--- src/rtl/game_judge.sv ---
// game_judge: per-lane PERFECT/GOOD/MISS judging with score/combo stats; define JUDGE_GHOST_PENALTY_EN to count empty-lane presses as MISS
module game_judge #(
    parameter int PERIOD      = 100000,
    parameter int WINDOW      = 3,
    parameter int PTS_PERFECT = 2,
    parameter int PTS_GOOD    = 1
) (
    input  logic        vga_clk,
    input  logic        rst,
    input  logic        start,
    input  logic        song_end,
    input  logic [9:0]  vga_bottom,
    input  logic [7:0]  key,
    output logic [1:0]  state,
    output logic [15:0] score,
    output logic [7:0]  combo,
    output logic [7:0]  max_combo,
    output logic [7:0]  miss_cnt,
    output logic [1:0]  judge,
    output logic        judge_valid
);
    localparam int AW_RAW = $clog2(WINDOW + 2);
    localparam int AW     = AW_RAW < 2 ? 2 : (AW_RAW > 8 ? 8 : AW_RAW);
    localparam int CW     = PERIOD > 1 ? $clog2(PERIOD) : 1;

    typedef enum logic [1:0] {IDLE = 2'b00, PLAY = 2'b01, DONE = 2'b10} st_t;

    st_t           st;
    logic [CW-1:0] cnt;
    logic          tick;
    logic [6:0]    bot_q, press_r, armed;
    logic [7:0]    key_q;
    logic [AW-1:0] age [7];
    logic [6:0]    lane_bot, key_rise, onset, expire, perf_v, good_v, miss_v, ghost_v, hit;
    logic [3:0]    n_perf, n_good, n_miss, n_hit;
    logic [31:0]   pts, score_sum;
    logic [8:0]    combo_sum, miss_sum;
    logic [15:0]   score_nx;
    logic [7:0]    combo_nx, miss_nx, max_nx;
    logic [1:0]    judge_nx;
    logic          play, any_j;
    logic          unused;

    assign state  = st;
    assign unused = ^{vga_bottom[9], vga_bottom[1:0], key[0]};

    always_comb begin
        play     = st == PLAY;
        lane_bot = vga_bottom[8:2];
        onset    = (play && tick) ? lane_bot & ~bot_q : 7'd0;
        for (int i = 0; i < 7; i++) begin
            key_rise[i] = key[7-i] & ~key_q[7-i];
            expire[i]   = play & tick & armed[i] & (age[i] == AW'(WINDOW));
            perf_v[i]   = play & press_r[i] & armed[i] & (age[i] == '0);
            good_v[i]   = play & press_r[i] & armed[i] & (age[i] != '0);
        end
        hit = perf_v | good_v;
`ifdef JUDGE_GHOST_PENALTY_EN
        ghost_v = play ? press_r & ~armed : 7'd0;
`else
        ghost_v = 7'd0;
`endif
        // an unpressed armed lane misses either by expiry or by being overrun by a new onset
        miss_v    = (armed & ~press_r & (expire | onset)) | ghost_v;
        n_perf    = 4'($countones(perf_v));
        n_good    = 4'($countones(good_v));
        n_miss    = 4'($countones(miss_v));
        n_hit     = n_perf + n_good;
        any_j     = |{perf_v, good_v, miss_v};
        pts       = 32'(n_perf) * 32'(PTS_PERFECT) + 32'(n_good) * 32'(PTS_GOOD);
        score_sum = 32'(score) + pts;
        score_nx  = score_sum > 32'd65535 ? 16'hFFFF : score_sum[15:0];
        combo_sum = {1'b0, combo} + {5'd0, n_hit};
        combo_nx  = |miss_v ? 8'd0 : (combo_sum > 9'd255 ? 8'hFF : combo_sum[7:0]);
        miss_sum  = {1'b0, miss_cnt} + {5'd0, n_miss};
        miss_nx   = miss_sum > 9'd255 ? 8'hFF : miss_sum[7:0];
        max_nx    = combo_nx > max_combo ? combo_nx : max_combo;
        judge_nx  = |miss_v ? 2'b11 : (|good_v ? 2'b10 : 2'b01);
    end

    always_ff @(posedge vga_clk or posedge rst) begin
        if (rst) begin
            st          <= IDLE;
            cnt         <= '0;
            tick        <= 1'b0;
            bot_q       <= '0;
            key_q       <= '0;
            press_r     <= '0;
            armed       <= '0;
            for (int i = 0; i < 7; i++) age[i] <= '0;
            score       <= '0;
            combo       <= '0;
            max_combo   <= '0;
            miss_cnt    <= '0;
            judge       <= 2'b00;
            judge_valid <= 1'b0;
        end else begin
            key_q       <= key;
            press_r     <= key_rise;
            judge_valid <= 1'b0;
            if (start) begin
                st        <= PLAY;
                cnt       <= '0;
                tick      <= 1'b0;
                bot_q     <= '0;
                press_r   <= '0;
                armed     <= '0;
                for (int i = 0; i < 7; i++) age[i] <= '0;
                score     <= '0;
                combo     <= '0;
                max_combo <= '0;
                miss_cnt  <= '0;
                judge     <= 2'b00;
            end else if (play) begin
                if (song_end) st <= DONE;
                cnt  <= cnt == CW'(PERIOD - 1) ? '0 : cnt + CW'(1);
                tick <= cnt == CW'(PERIOD - 1);
                if (tick) bot_q <= lane_bot;
                for (int i = 0; i < 7; i++) begin
                    if (onset[i]) begin
                        armed[i] <= 1'b1;
                        age[i]   <= '0;
                    end else if (hit[i] | miss_v[i]) begin
                        armed[i] <= 1'b0;
                    end else if (tick & armed[i]) begin
                        age[i] <= age[i] + AW'(1);
                    end
                end
                if (any_j) begin
                    score       <= score_nx;
                    combo       <= combo_nx;
                    max_combo   <= max_nx;
                    miss_cnt    <= miss_nx;
                    judge       <= judge_nx;
                    judge_valid <= 1'b1;
                end
            end else begin
                cnt  <= '0;
                tick <= 1'b0;
            end
        end
    end
endmodule

--- config.mk ---
export PLATFORM = sky130hd
export DESIGN_NAME = game_judge
export DESIGN_NICKNAME = d
export VERILOG_FILES = /design/src/rtl/game_judge.sv
export SDC_FILE = /design/constraint.sdc
export NUM_CORES = 1
export LEC_CHECK = 0
export CORE_MARGIN = 2
export CORE_UTILIZATION = 63
export DETAILED_ROUTE_END_ITERATION = 8
export PLACE_DENSITY = 0.84
export SLEW_MARGIN = 20
export SYNTH_ARGS = -nofsm -noshare
export SYNTH_HDL_FRONTEND = slang
export SYNTH_SLANG_ARGS = --single-unit
--- constraint.sdc ---
create_clock -name vga_clk -period 10.9 [get_ports vga_clk]
set_clock_uncertainty 0.1 [all_clocks]
set_input_delay 1.635 -clock vga_clk [delete_from_list [all_inputs] [get_ports vga_clk]]
set_output_delay 1.635 -clock vga_clk [all_outputs]
set_load 0.05 [all_outputs]
== After elaboration in Yosys (flattened, before gate mapping) ==
Cells that the tools add are included.
Word-level totals
  bits in registers: 113
  input port bits: 22
  output and inout port bits: 45
  word-level logic and storage cells: 287
Cells by class
  add/sub/neg operators: 31
  magnitude comparators: 4
  equality and inequality tests: 16
  muxes and demuxes: 77
  bitwise gates (word level): 78
  reduce and logical (&&, ||, !) cells: 55
Operators by type and width (count)
  2-to-1 mux 8 bit: 13
  2-to-1 mux 16 bit: 4
  2-to-1 mux 3 bit: 21
  nonzero test 3 bit: 21
  AND 1 bit: 57
  2-to-1 mux 17 bit: 3
  2-to-1 mux 7 bit: 7
  2-to-1 mux 21 bit: 2
  AND reduction 3 bit: 8
  adder 3 x 1 -> 3 bit (second input constant): 7
  AND 7 bit: 3
  == test 3 x 2 -> 1 bit (second input constant): 7
  zero test 3 bit: 7
  != test 3 bit (second input constant): 7
  OR reduction 21 bit: 1
  AND reduction 2 bit: 10
  2-to-1 mux 1 bit: 19
  adder 1 x 1 -> 2 bit: 9
  adder 8 x 4 -> 9 bit: 2
  > comparator 9 x 8 -> 1 bit (second input constant): 2
  adder 16 x 6 -> 17 bit: 1
  adder 17 x 1 -> 17 bit (second input constant): 1
  == test 17 bit (second input constant): 1
  > comparator 17 x 16 -> 1 bit (second input constant): 1
  other kinds (15): 47

== Longest topological paths before layout ==
  depth after elaboration: 17
  mapped depth: 29
  mapped depth without buffers: 28

== Worst setup path before layout ==
No wires, ideal clock.
  path kind: reg-to-reg
  start point: reg st[0] (netlist: state[0])
  end point: reg max_combo[0]
  setup time: 0.121 ns
  data arrival time: 6.745 ns
  required time: 10.679 ns
  setup slack: 3.934 ns
  cell stages (with the launch flop): 30
  buffers on the path: 3
  period minus slack after synthesis: 6.966 ns
  path through: dfrtp_1 buf_2 and2b_1 buf_1 nand4_1 fa_1 inv_1 fa_1 fa_1 inv_1 fa_1 inv_1 ha_1 a21o_1 a21o_1 ha_1 nand3_1 nand2_1 nand2_1 or2_2 a21oi_1 ha_1 nor2b_1 o21a_1 o21ai_0 a21oi_1 o21a_1 and2_4 buf_6 a22o_1
On the way
  word-level cells in the longest chain between the ends: 16
  elaborated cells on any way between the ends: 76
  classes of those cells: 14 x add/sub; 2 x order compare; 1 x eq/ne; 7 x mux; 45 x bitwise; 7 x reduce/logical
Ends and longest elaborated chain
  from (decl): line 28  | st_t st;
  from (signal assigned): line 83  | st <= IDLE;
  from (signal assigned): line 102  | st <= PLAY;
  from (signal assigned): line 115  | if (song_end) st <= DONE;
  == test 2 x 1 -> 1 bit (*): line 48  | play = st == PLAY;
  parallel branches: the longest is 15 deep, another holds adder 8 x 4 -> 9 bit
  to (signal assigned): line 132  | max_combo <= max_nx;
  to (decl): line 17  | output logic [7:0] max_combo,
Mark *: on every way between the ends. The select of a mux whose other input is x is not followed.
A chain may end at the register's enable or synchronous reset.

== Worst setup path in the final report ==
Ends and elaborated chain as after synthesis.

==> flow_metrics.env <==
export IMPL_status="completed"
export IMPL_end_kind="flop"
export IMPL_pre_cts_ws_ns=3.750
export IMPL_fin_setup_tns_ns=0
export IMPL_drive_gt1_frac=0.06986
export IMPL_powerDensity_nw_per_um2=100.7
export IMPL_worst_slack_ns=3.651
export IMPL_required_ns=11.09
export IMPL_area_growth_syn_to_layout_pct=12.40
export IMPL_worst_slew_pin_slew_ns=0.9000
export IMPL_antenna_cells=0
export IMPL_clockBufferDepth=2
export IMPL_postRouteWirelength_mm=15.47
export IMPL_final_nets=860
export IMPL_ys_ff_latch=112
export IMPL_chipWidth_um=108.7
export IMPL_r2r_cells=26
export IMPL_p_leak_nw=3.548
export IMPL_vias=5623
export IMPL_clock_sinks=112
export IMPL_cp_max_fo=14
export IMPL_slowest_delay_ns=0.67
export IMPL_path_clk_slew_ns=0.11
export IMPL_insertion_delay_ns=0.40
export IMPL_synth_area_um2=6910
export IMPL_drt_pass1_iterations=5
export IMPL_gr_usage_all_layers=0.2753
export IMPL_synth_main_ff_cell="dfrtp_1"
export IMPL_io_buffer_count=62
export IMPL_ys_seq_area_frac=0.4056
export IMPL_power_frac_clock=0.308
export IMPL_placed_cells=897
export IMPL_rr_endpoint="max_combo[0]$_DFFE_PP0P_"
export IMPL_cts_root_buf="clkbuf_8"
export IMPL_crit_buf_inv=3
export IMPL_hold_depth=1
export IMPL_pwr_share_seq=0.570
export IMPL_hold_viol=0
export IMPL_fin_cells=913
export IMPL_grt_max_degree=72
export IMPL_intPower_mw=0.5535
export IMPL_arrival_ns=7.44
export IMPL_combinationalPowerShare=0.122
export IMPL_hold_class="flop to flop"
export IMPL_fp_dieH_um=108.7
export IMPL_core_um2=10790
export IMPL_ir_drop_uv=123.0
export IMPL_dieArea_um2=11820
export IMPL_grt_pass1_wl_mm=25.35
export IMPL_antenna_found_initial=0
export IMPL_drc=0
export IMPL_maxCapViolations=0
export IMPL_fin_crit_sh=0.6651
export IMPL_synth_warnings=0
export IMPL_dpl_hpwl_mm=11.30
export IMPL_syn_inst=716
export IMPL_post_synth_num_cell_types=60
export IMPL_swShare=0.2925
export IMPL_min_period_ns=7.249
export IMPL_timing_slew_headroom=0.4000
export IMPL_crit_reg2reg_launch="state[0]$_DFFE_PP0P_"
export IMPL_grt_setup_unrepaired="false"
export IMPL_multiInputGateArea_um2=3774
export IMPL_critPathMostFrequentCell="fa_1"
export IMPL_grt_pass1_vias=5464
export IMPL_wire_per_inst_um=16.94
export IMPL_syn_num_nets=808
export IMPL_avgViaCountPerCell=6.159
export IMPL_place_congestion=0.9138
export IMPL_cts_made_buffers=9
export IMPL_crit_family="adder cells"
export IMPL_async_flop_share=1.000
export IMPL_ant_nets=0
export IMPL_ctsHoldBuffers=0
export IMPL_rows=38
export IMPL_overflow=0
export IMPL_synth_edf_count=0
export IMPL_slew_violations=0
export IMPL_reg2reg_setup_slack_ns=3.65
export IMPL_start_util=0.6403
export IMPL_hold_path_end="press_r[1]$_DFF_PP0_"
export IMPL_critPathKind="flop to flop"
export IMPL_ff_latch_area_um2=2803
export IMPL_post_cts_resized=0
export IMPL_cts_tree="built"
export IMPL_post_cts_setup_buffers=0
export IMPL_synth_area_per_cell_um2=9.651
export IMPL_setup_viol=0
export IMPL_first_iter_violations=336
export IMPL_slowest_stage="dfrtp_1"
export IMPL_fmax_mhz=137.9
export IMPL_critPathLaunchType="flop"
export IMPL_cts_htree_levels=3
export IMPL_pin_count=67
export IMPL_hold_path_startpoint="key_q[6]$_DFF_PP0_"
export IMPL_p_sw_mw=0.2288
export IMPL_nFillCells=810
==> layout by cell type (no fill, tap or decap), drive strengths merged, types with 3 or more instances in the layout <==
cell and instances:
a211oi 12, a21o 11, a21oi 49, a22o 8, a311oi 7, a31oi 11, and2 8, and3 10
buf 4, clkbuf 10, clkdlybuf4s50 61, dfrtp 112, fa 17, ha 53, inv 55, mux2i 7
nand2 50, nand2b 7, nand3 35, nand3b 7, nand4 10, nand4b 7, nor2 77, nor2b 17
nor3 13, nor3b 11, nor4 5, o2111ai 3, o21a 4, o21ai 38, or2 8, xnor2 9
xor2 13
==> power groups by stage <==
stage	combinational [mW]	sequential, mW	clock [mW]
final	0.0956	0.446	0.241
after global routing	0.108	0.448	0.262
after CTS	0.0957	0.446	0.247
after detailed placement	0.0952	0.454	0
after global placement	0.0886	0.452	0
after floorplan	0.0640	0.451	0
==> worst reg2reg max path: stages (launching register included) <==
cell     delay (ns)
dfrtp_1        0.67
and2b_1        0.59
nand4_1        0.26
fa_1           0.58
inv_1          0.06
fa_1           0.51
fa_1           0.44
inv_1          0.09
fa_1           0.41
inv_1          0.15
ha_1           0.25
a21o_1         0.18
a21o_1         0.19
ha_1           0.31
nand3_1        0.09
nand2_1        0.17
nand2_1        0.07
or2_2          0.35
a21oi_1        0.27
ha_1           0.31
nor2b_1        0.14
o21a_1         0.17
o21ai_0        0.14
a21oi_1        0.08
o21a_1         0.20
and2_4         0.18
a22o_1         0.20
==> kinds of logic after synthesis <==
logic type / count (synthesis) / synth area share
adders and majority gates: 70 / 0.1452
AOI/OAI and AO/OA: 156 / 0.1521
muxes: 7 / 0.01014
xor gates and xnor gates: 22 / 0.02788
and+or+nand+nor: 273 / 0.2108
DFF: 112 / 0.4056
buffers and inverters: 76 / 0.04834
==> cell type report <==
class | count | area share
Tap cell | 140 | 0.02255
Inverter | 52 | 0.02545
Timing Repair Buffer | 65 | 0.08215
Clock buffer | 10 | 0.01643
Clock inverter | 6 | 0.006765
Multi-Input combinational cell | 528 | 0.4858
Sequential cell | 112 | 0.3608
==> how the worst max path moves through the flow <==
stage | start | to | slack (ns) | cells past startpoint
4_1_cts | state[0]$_DFFE_PP0P_ | max_combo[0]$_DFFE_PP0P_ | 3.71 | 26
3_5_place_dp | state[0]$_DFFE_PP0P_ | max_combo[0]$_DFFE_PP0P_ | 3.75 | 26
5_1_grt | state[0]$_DFFE_PP0P_ | max_combo[0]$_DFFE_PP0P_ | 3.29 | 26
2_1_floorplan | state[0]$_DFFE_PP0P_ | max_combo[0]$_DFFE_PP0P_ | 3.93 | 29
6_report | state[0]$_DFFE_PP0P_ | max_combo[0]$_DFFE_PP0P_ | 3.65 | 26
3_3_place_gp | state[0]$_DFFE_PP0P_ | max_combo[0]$_DFFE_PP0P_ | 3.88 | 26
==> state kept, by name, indices dropped and copies added (netlist names), 7 cells and up <==
signal	cells
key_q	7
score	16
age	21
armed	7
bot_q	7
max_combo	8
combo	8
press_r	7
miss_cnt	8
cnt	17
==> Yosys cell counts, drive strengths merged (2+ instances only) <==
library cell,instances,area share
dfrtp,112,0.41
nor2,77,0.042
ha,53,0.096
inv,52,0.028
nand2,50,0.027
a21oi,49,0.038
o21ai,38,0.028
nand3,35,0.025
fa,17,0.049
nor2b,17,0.015
buf,15,0.015
nor3,13,0.012
xor2,13,0.016
a211oi,12,0.021
a21o,11,0.012
a31oi,11,0.010
nor3b,11,0.012
and3,10,0.0091
nand4,10,0.0091
clkbuf,9,0.0049
xnor2,9,0.011
a22o,8,0.010
and2,8,0.0080
or2,8,0.0072
a311oi,7,0.0089
mux2i,7,0.010
nand2b,7,0.0063
nand3b,7,0.0076
nand4b,7,0.011
nor4,5,0.0089
o21a,4,0.0043
o2111ai,3,0.0038
a22oi,2,0.0022
and4b,2,0.0029
o211ai,2,0.0022
o22ai,2,0.0018
or3,2,0.0018
==> metrics by stage <==
| step | cell area, µm² | hold WS, ns | total power [mW] | util |
|---|---|---|---|---|
| final | 7767 | 0.2947 | 0.7823 | 0.7197 |
| after CTS | 7767 | 0.3040 | 0.7881 | 0.7197 |
| after global routing | 7767 | 0.3048 | 0.8177 | 0.7197 |
| after detailed placement | 7587 | 0.2877 | 0.5490 | 0.7030 |
| after floorplan | 6910 | 0.2824 | 0.5148 | - |
| after global placement | 7587 | 0.2904 | 0.5407 | 0.7030 |
==> routing by layer <==
| metal | part of all wire | up-vias | track usage |
|---|---|---|---|
| met3 | 0.053 | 37 | 0.05678 |
| met1 | 0.41 | 2794 | 0.3387 |
| li1 | - | 2611 | - |
| met4 | 0.023 | 0 | 0.09341 |
| met2 | 0.51 | 181 | 0.4830 |
| met5 | 0 | - | 0 |
(Power assumes the default switching activity.)
